<file path="src/rtl/vc_dest_arbiter.sv">
// vc_dest_arbiter: moves VC FIFO head words into two destination FIFOs, one word per cycle.
// Define VC_ARB_STRICT_PRIO_EN for fixed priority VC0>VC1>VC2>VC3; round-robin otherwise.
module vc_dest_arbiter #(
  parameter int DATA_W = 6,
  parameter int CNT_W = 8
) (
  input  logic                  clk,
  input  logic                  reset,
  input  logic                  enable,
  input  logic [3:0]            vc_empty,
  input  logic [4*DATA_W-1:0]   vc_data,
  input  logic [1:0]            d_almost_full,
  output logic [3:0]            vc_pop,
  output logic [1:0]            d_push,
  output logic [DATA_W-1:0]     d_data,
  output logic [1:0]            grant_vc,
  output logic                  busy,
  output logic [CNT_W-1:0]      d0_cnt,
  output logic [CNT_W-1:0]      d1_cnt
);
  typedef enum logic [1:0] {IDLE, RUN, FLUSH} state_t;
  state_t state, state_nx;
  logic [3:0] elig;
  logic [1:0] base, sel;
  logic go;
  logic [DATA_W-1:0] word;
`ifdef VC_ARB_STRICT_PRIO_EN
  assign base = 2'd0;
`else
  logic [1:0] rr_ptr;
  assign base = rr_ptr;
  always_ff @(posedge clk)
    if (reset) rr_ptr <= 2'd0;
    else if (go) rr_ptr <= sel + 2'd1;
`endif
  // scan downward so the eligible VC closest to base wins
  always_comb begin
    for (int i = 0; i < 4; i++)
      elig[i] = !vc_empty[i] && !d_almost_full[vc_data[i*DATA_W+DATA_W-1]];
    sel = base;
    for (int k = 3; k >= 0; k--)
      if (elig[base + 2'(k)]) sel = base + 2'(k);
  end
  assign go = state == RUN && enable && |elig;
  assign word = vc_data[sel*DATA_W +: DATA_W];
  assign vc_pop = go ? 4'b0001 << sel : 4'b0000;
  assign busy = state != IDLE;
  always_comb
    state_nx = state == IDLE ? (enable ? RUN : IDLE) :
               state == RUN  ? (enable ? RUN : FLUSH) : IDLE;
  always_ff @(posedge clk) begin
    if (reset) begin
      state <= IDLE;
      d_push <= 2'b00;
      d_data <= '0;
      grant_vc <= 2'd0;
      d0_cnt <= '0;
      d1_cnt <= '0;
    end else begin
      state <= state_nx;
      d_push <= go ? (word[DATA_W-1] ? 2'b10 : 2'b01) : 2'b00;
      if (go) begin
        d_data <= word;
        grant_vc <= sel;
      end
      d0_cnt <= d0_cnt + CNT_W'(d_push[0]);
      d1_cnt <= d1_cnt + CNT_W'(d_push[1]);
    end
  end
endmodule

</file>
<file path="config.mk">
export PLATFORM = sky130hd
export DESIGN_NAME = vc_dest_arbiter
export DESIGN_NICKNAME = d
export VERILOG_FILES = /design/src/rtl/vc_dest_arbiter.sv
export SDC_FILE = /design/constraint.sdc
export NUM_CORES = 1
export LEC_CHECK = 0
export CAP_MARGIN = 20
export CORE_MARGIN = 1
export CORE_UTILIZATION = 48
export CTS_BUF_LIST = sky130_fd_sc_hd__clkbuf_2
export CTS_CLUSTER_SIZE = 8
export DETAILED_ROUTE_END_ITERATION = 8
export PLACE_DENSITY = 0.88
export RECOVER_POWER = 100
export SLEW_MARGIN = 40
export SYNTH_ARGS = -nofsm -noshare
export SYNTH_HDL_FRONTEND = slang
export SYNTH_SLANG_ARGS = --single-unit
</file>
<file path="constraint.sdc">
create_clock -name clk -period 5.4 [get_ports clk]
set_input_delay 1.08 -clock clk [delete_from_list [all_inputs] [get_ports clk]]
set_output_delay 1.08 -clock clk [all_outputs]
set_load 0.05 [all_outputs]
</file>
# Yosys cells after proc, flatten, opt, wreduce, memory -nomap -nowiden

Index checks and enable logic that the tools add are counted.

Bitwise operators: 1
Multipliers: 1
Add/sub/neg operators: 6
Shifts and indexed selects: 2
Divide/modulo/power cells: 0
Order comparisons: 8
Reduce and logical (&&, ||, !) cells: 18
Equality and inequality tests: 1
Multiplexer cells: 26

Operators with widths:

| kind                                                                 | number |
|---|---|
| 24-bit by 6-bit variable part select with 6-bit output               | 1 |
| 8-bit by 1-bit adder with 8-bit output                               | 2 |
| 2-bit 2-to-1 mux                                                     | 8 |
| 1-bit 2-to-1 mux                                                     | 13 |
| 2-bit by 3-bit < comparator with 1-bit output, second input constant | 4 |
| 1-bit binary-select mux with 2-bit select                            | 4 |
| 1-bit logical NOT                                                    | 8 |
| 1-bit by 2-bit < comparator with 1-bit output, second input constant | 4 |
| 1-bit logical AND                                                    | 6 |
| 2-bit by 1-bit adder with 2-bit output, second input constant        | 2 |
| 2-bit adder, second input constant                                   | 2 |
| 2-bit by 2-bit multiplier with 4-bit output, second input constant   | 1 |
| 4-bit 2-to-1 mux                                                     | 1 |
| 4-bit OR reduction                                                   | 1 |
| 1-bit by 2-bit left shift with 4-bit output, first input constant    | 1 |
| 2-bit by 1-bit == test with 1-bit output, second input constant      | 1 |
| 2-bit logical NOT                                                    | 1 |
| 2-bit nonzero test                                                   | 1 |
| 2-bit OR reduction                                                   | 1 |
| 1-bit inverter                                                       | 1 |

Bits in read-only memories: 0
Memories: 0
Latch bits: 0
Logic and storage cells: 70
Register bits: 30
Bits in writable memories: 0

# Depth between registers and ports, before layout

Depth after elaboration: 13
Mapped depth: 7
Gate-level depth less buffers: 6

# Least setup slack after synthesis

Ideal clock, no wire load.

Path kind: input to output
From: input port vc_data[11]
To: output port vc_pop[0]
Path slack: 1.165 ns
Stages: 5
Required time: 4.320 ns
Arrival: 3.155 ns
Cell sequence: mux2_2 -> a2bb2oi_1 -> or2_2 -> nand2_2 -> nor3b_1

Cells in the longest elaborated chain, start to end: 12
Elaborated cells on any way between the ends: 20
Classes of those cells: shift (1); mux (15); reduce/logical (4)

RTL lines:

| item                                                   | RTL line | RTL |
|---|---|---|
| start, declared                                        | 11       | `input logic [4*DATA_W-1:0] vc_data,` |
| 1-bit 2-to-1 mux (not written as such) * (2 in series) | 39       | `elig[i] = !vc_empty[i] && !d_almost_full[vc_data[i*DATA_W+DATA_W-1]];` |
| 1-bit logical NOT *                                    | 39       |  |
| 1-bit logical AND *                                    | 39       |  |
| 1-bit binary-select mux with 2-bit select              | 42       | `if (elig[base + 2'(k)]) sel = base + 2'(k);` |
| 1-bit 2-to-1 mux (not written as such)                 | 42       |  |
| 2-bit 2-to-1 mux (4 in series)                         | 42       |  |
| 1-bit by 2-bit left shift with 4-bit output            | 46       | `assign vc_pop = go ? 4'b0001 << sel : 4'b0000;` |
| 4-bit 2-to-1 mux *                                     | 46       |  |
| end, declared                                          | 13       | `output logic [3:0] vc_pop,` |

Every way passes the cells marked *; elsewhere a longest branch is shown, timed or not. The select of a mux whose other input is x is not followed.

# Worst setup path after layout

From: input port vc_data[11]
To: output port vc_pop[1]

The elaborated chain is that of the path after synthesis.

==> impl_summary.log <==
INFO  metric cellLeakagePower = 0.999 nW
INFO  metric number_of_enable_type_register_cells_in_the_synthesized_netlist = 0
INFO  metric clockRootBuffer = clkbuf_2
INFO  metric synth_async_sr_flop_share = 0
INFO  metric placementRows = 20
INFO  metric power_density = 196 nW/um^2
INFO  metric gr-usage-all-layers = 0.256
INFO  metric synthesis.area = 1580 sq um
INFO  metric ys.warnings.count = 0
INFO  metric core = 3080 sq um
INFO  metric path_cells = dlygate4sd3_1 -> mux2_1 -> o211ai_1 -> a32oi_1 -> a21oi_1 -> nand2_1 -> a21oi_1 -> clkbuf_1
INFO  metric synth_cells = 163
INFO  metric dr.pass1.iters = 4
INFO  metric initial_core_util = 0.513
INFO  metric post_cts.repair.setup_buffers = 0
INFO  metric crit_required = 4.32 ns
INFO  metric critical_path.endpoint_type = primary output
INFO  metric critical_path.slowest_cell = dlygate4sd3_1
INFO  metric timing.critical_path.arrival = 3.79 ns
INFO  metric worstHoldPathType = flip-flop to flip-flop
INFO  metric worst_ir_drop_vdd = 0.108 mV
INFO  metric hpwlAfterDp = 3.09 mm
INFO  metric achievable_clock_frequency = 205 MHz
INFO  metric cts_resized = 0
INFO  metric clkSlewWorstSetupHoldPaths = 0.15 ns
INFO  metric num-nets-final = 266
INFO  metric globalRoute.totalOverflow = 0
INFO  metric cts-hold-fix-buffers = 0
INFO  metric clkLatencyLatePin = 0.37 ns
INFO  metric h-tree-depth = 2
INFO  metric die-height = 59.4 um
INFO  metric fill_cells = 246
INFO  metric synth_seq_area_share = 0.380
INFO  metric timing.clock.skew = 0.0162 ns
INFO  metric setup_total_negative_slack = 0 ns
INFO  metric grt_start_max_net_pins = 26
INFO  metric slew_worst_pin = 1.07 ns
INFO  metric critical_path_peak_fanout = 6
INFO  metric grt_setup_unrepaired = no
INFO  metric grt_first_pass_wirelength = 6.71 mm
INFO  metric first_iter_violations = 56
INFO  metric startpoint_type = input port
INFO  metric maxCapViolations = 0
INFO  metric antenna_found_initial = 0
INFO  metric gp_congestion = 0.985
INFO  metric run_status = finished clean
INFO  metric portBuffers = 63
INFO  metric layout-drive-gt1-share = 0.104
INFO  metric number_of_failing_hold_endpoints_at_the_final_stage = 0
INFO  metric drcViolationCount = 0
INFO  metric final_period_minus_worst_setup_slack = 4.87 ns
INFO  metric vias_in_the_first_global_route = 1533
INFO  metric syn-mean-instance-area = 9.69 sq um
INFO  metric die_outline_area = 3530 sq um
INFO  metric critical_path.most_common_cell = a21oi_1
INFO  metric max_slew_margin = 0.288
INFO  metric post-route-util = 0.730
INFO  metric die_w = 59.4 um
INFO  metric ys.flop_type = dfxtp_1
INFO  metric cts_made_buffers = 5
INFO  metric synth.lib_cells_used.distinct = 42
INFO  metric post-route-period-util = 0.902
INFO  metric timing_max_transition_violations_final = 0
INFO  metric area_delta_synth_final = 42.1%
INFO  metric timing.final.setup_violations = 0
INFO  metric setup.worst_path.class = input port to primary output
INFO  metric critPathMaxStageDelay = 0.61 ns
INFO  metric io_pins = 64
INFO  metric antenna_cells_inserted = 0
INFO  metric synthesis.nets = 200
INFO  metric clock_sinks = 30
INFO  metric finalWirelength = 3.81 mm
INFO  metric cts_tree = done
INFO  metric drt-wirelength-per-cell = 13.9 um
INFO  metric drt.antenna.violating_nets = 0
INFO  metric clockBufferDepth = 2
INFO  metric synth-seq-cells = 30
INFO  metric route.vias.total = 1466
INFO  metric vias_per_cell = 5.35
==> sequential cells by signal, indices dropped and copies added (netlist names) <==
name      cells
d0_cnt        8
d1_cnt        8
d_data        6
base          2
d_push        2
grant_vc      2
state         2
==> cells by family (layout without fill, tap and decap cells) <==
family	Yosys count	after routing	synth area share
AOI/OAI and AO/OA	28	28	0.138
xor gates and xnor gates	13	13	0.0721
adders and majority gates	4	4	0.0317
buffers and inverters	10	77	0.0356
DFF	30	30	0.380
muxes	15	15	0.127
and+or+nand+nor	63	63	0.216
==> synth_stat cells (3+ instances only) <==
master	instances	area, sq um
mux2_2	6	67.6
xnor2_1	4	35.0
and3_1	11	68.8
ha_1	4	50.1
nand2_1	4	15.0
nor2_1	15	56.3
a21oi_1	9	45.0
a221o_1	5	50.1
nor2b_1	5	31.3
xor2_1	9	78.8
mux2_4	5	75.1
inv_1	5	18.8
dfxtp_1	30	601
nand2b_1	4	25.0
nand3_1	10	50.1
and2_1	3	18.8
==> path summary, 6_finish.rpt <==
check                   start     endpoint  slack [ns]  cells past startpoint
setup / recovery  vc_data[11]    vc_pop[1]        0.53                      8
hold / removal    grant_vc[1]  grant_vc[1]        0.47                      2
setup reg to reg      base[0]    d_data[3]        2.91                      6
hold reg to reg   grant_vc[1]  grant_vc[1]        0.47                      2
==> stage by stage <==
stage | hold slack [ns] | worst slack, ns | power [mW] | cell area, sq um | cells
floorplan | 0.426 | 1.17 | 0.301 | 1580 | 163
CTS | 0.477 | 0.675 | 0.447 | 2270 | 274
finish | 0.474 | 0.527 | 0.440 | 2250 | 274
global route | 0.506 | 0.402 | 0.463 | 2250 | 274
detailed placement | 0.458 | 0.699 | 0.343 | 2230 | 266
global placement | 0.436 | 0.701 | 0.340 | 2230 | 266
==> cell type report <==
cell class                 instances  area, sq um  share of cell area
multi-input combinational        123          915               0.407
timing repair buffer              64          616               0.274
sequential                        30          601               0.267
tap                               44         55.1              0.0245
clock buffer                       5         25.0              0.0111
inverter                           5         18.8             0.00836
clock inverter                     3         16.3             0.00724
==> where the power goes <==
part,leakage (nW),switching [mW],internal [mW]
sequential,0.242,0.00254,0.226
clock,0.0264,0.0767,0.0295
combinational,0.730,0.0528,0.0532
total,0.999,0.132,0.308
==> per-layer routing <==
metal	vias to the layer above	wire length, um	share of wire	GRT usage
met5	-	0	0	0
met4	0	43	0.011	0.0748
met3	7	308	0.081	0.0917
met2	68	2010	0.53	0.482
met1	668	1450	0.38	0.262
li1	723	-	-	-
==> worst max-delay path: cells and delay by family <==
kind / cells / cell delay, ns
buffers and inverters: 2 / 1.10
muxes: 1 / 0.38
and+or+nand+nor: 1 / 0.22
AOI/OAI and AO/OA: 4 / 1.00
==> cells in the final DEF, fill, tap and decap left out, types with 4 or more instances in the layout <==
master and n:
dfxtp_1 30, nand3_1 10, and3_1 11, a21oi_1 10, mux2_2 5, dlygate4sd3_1 31
nor2_1 15, nand2b_1 4, clkbuf_1 4, xnor2_1 4, mux2_4 5, clkdlybuf4s50_1 29
clkbuf_2 5, a221o_1 5, xor2_1 9, nand2_1 4, ha_1 4, inv_1 5
nor2b_1 5
Power figures use the tool's default switching activity.
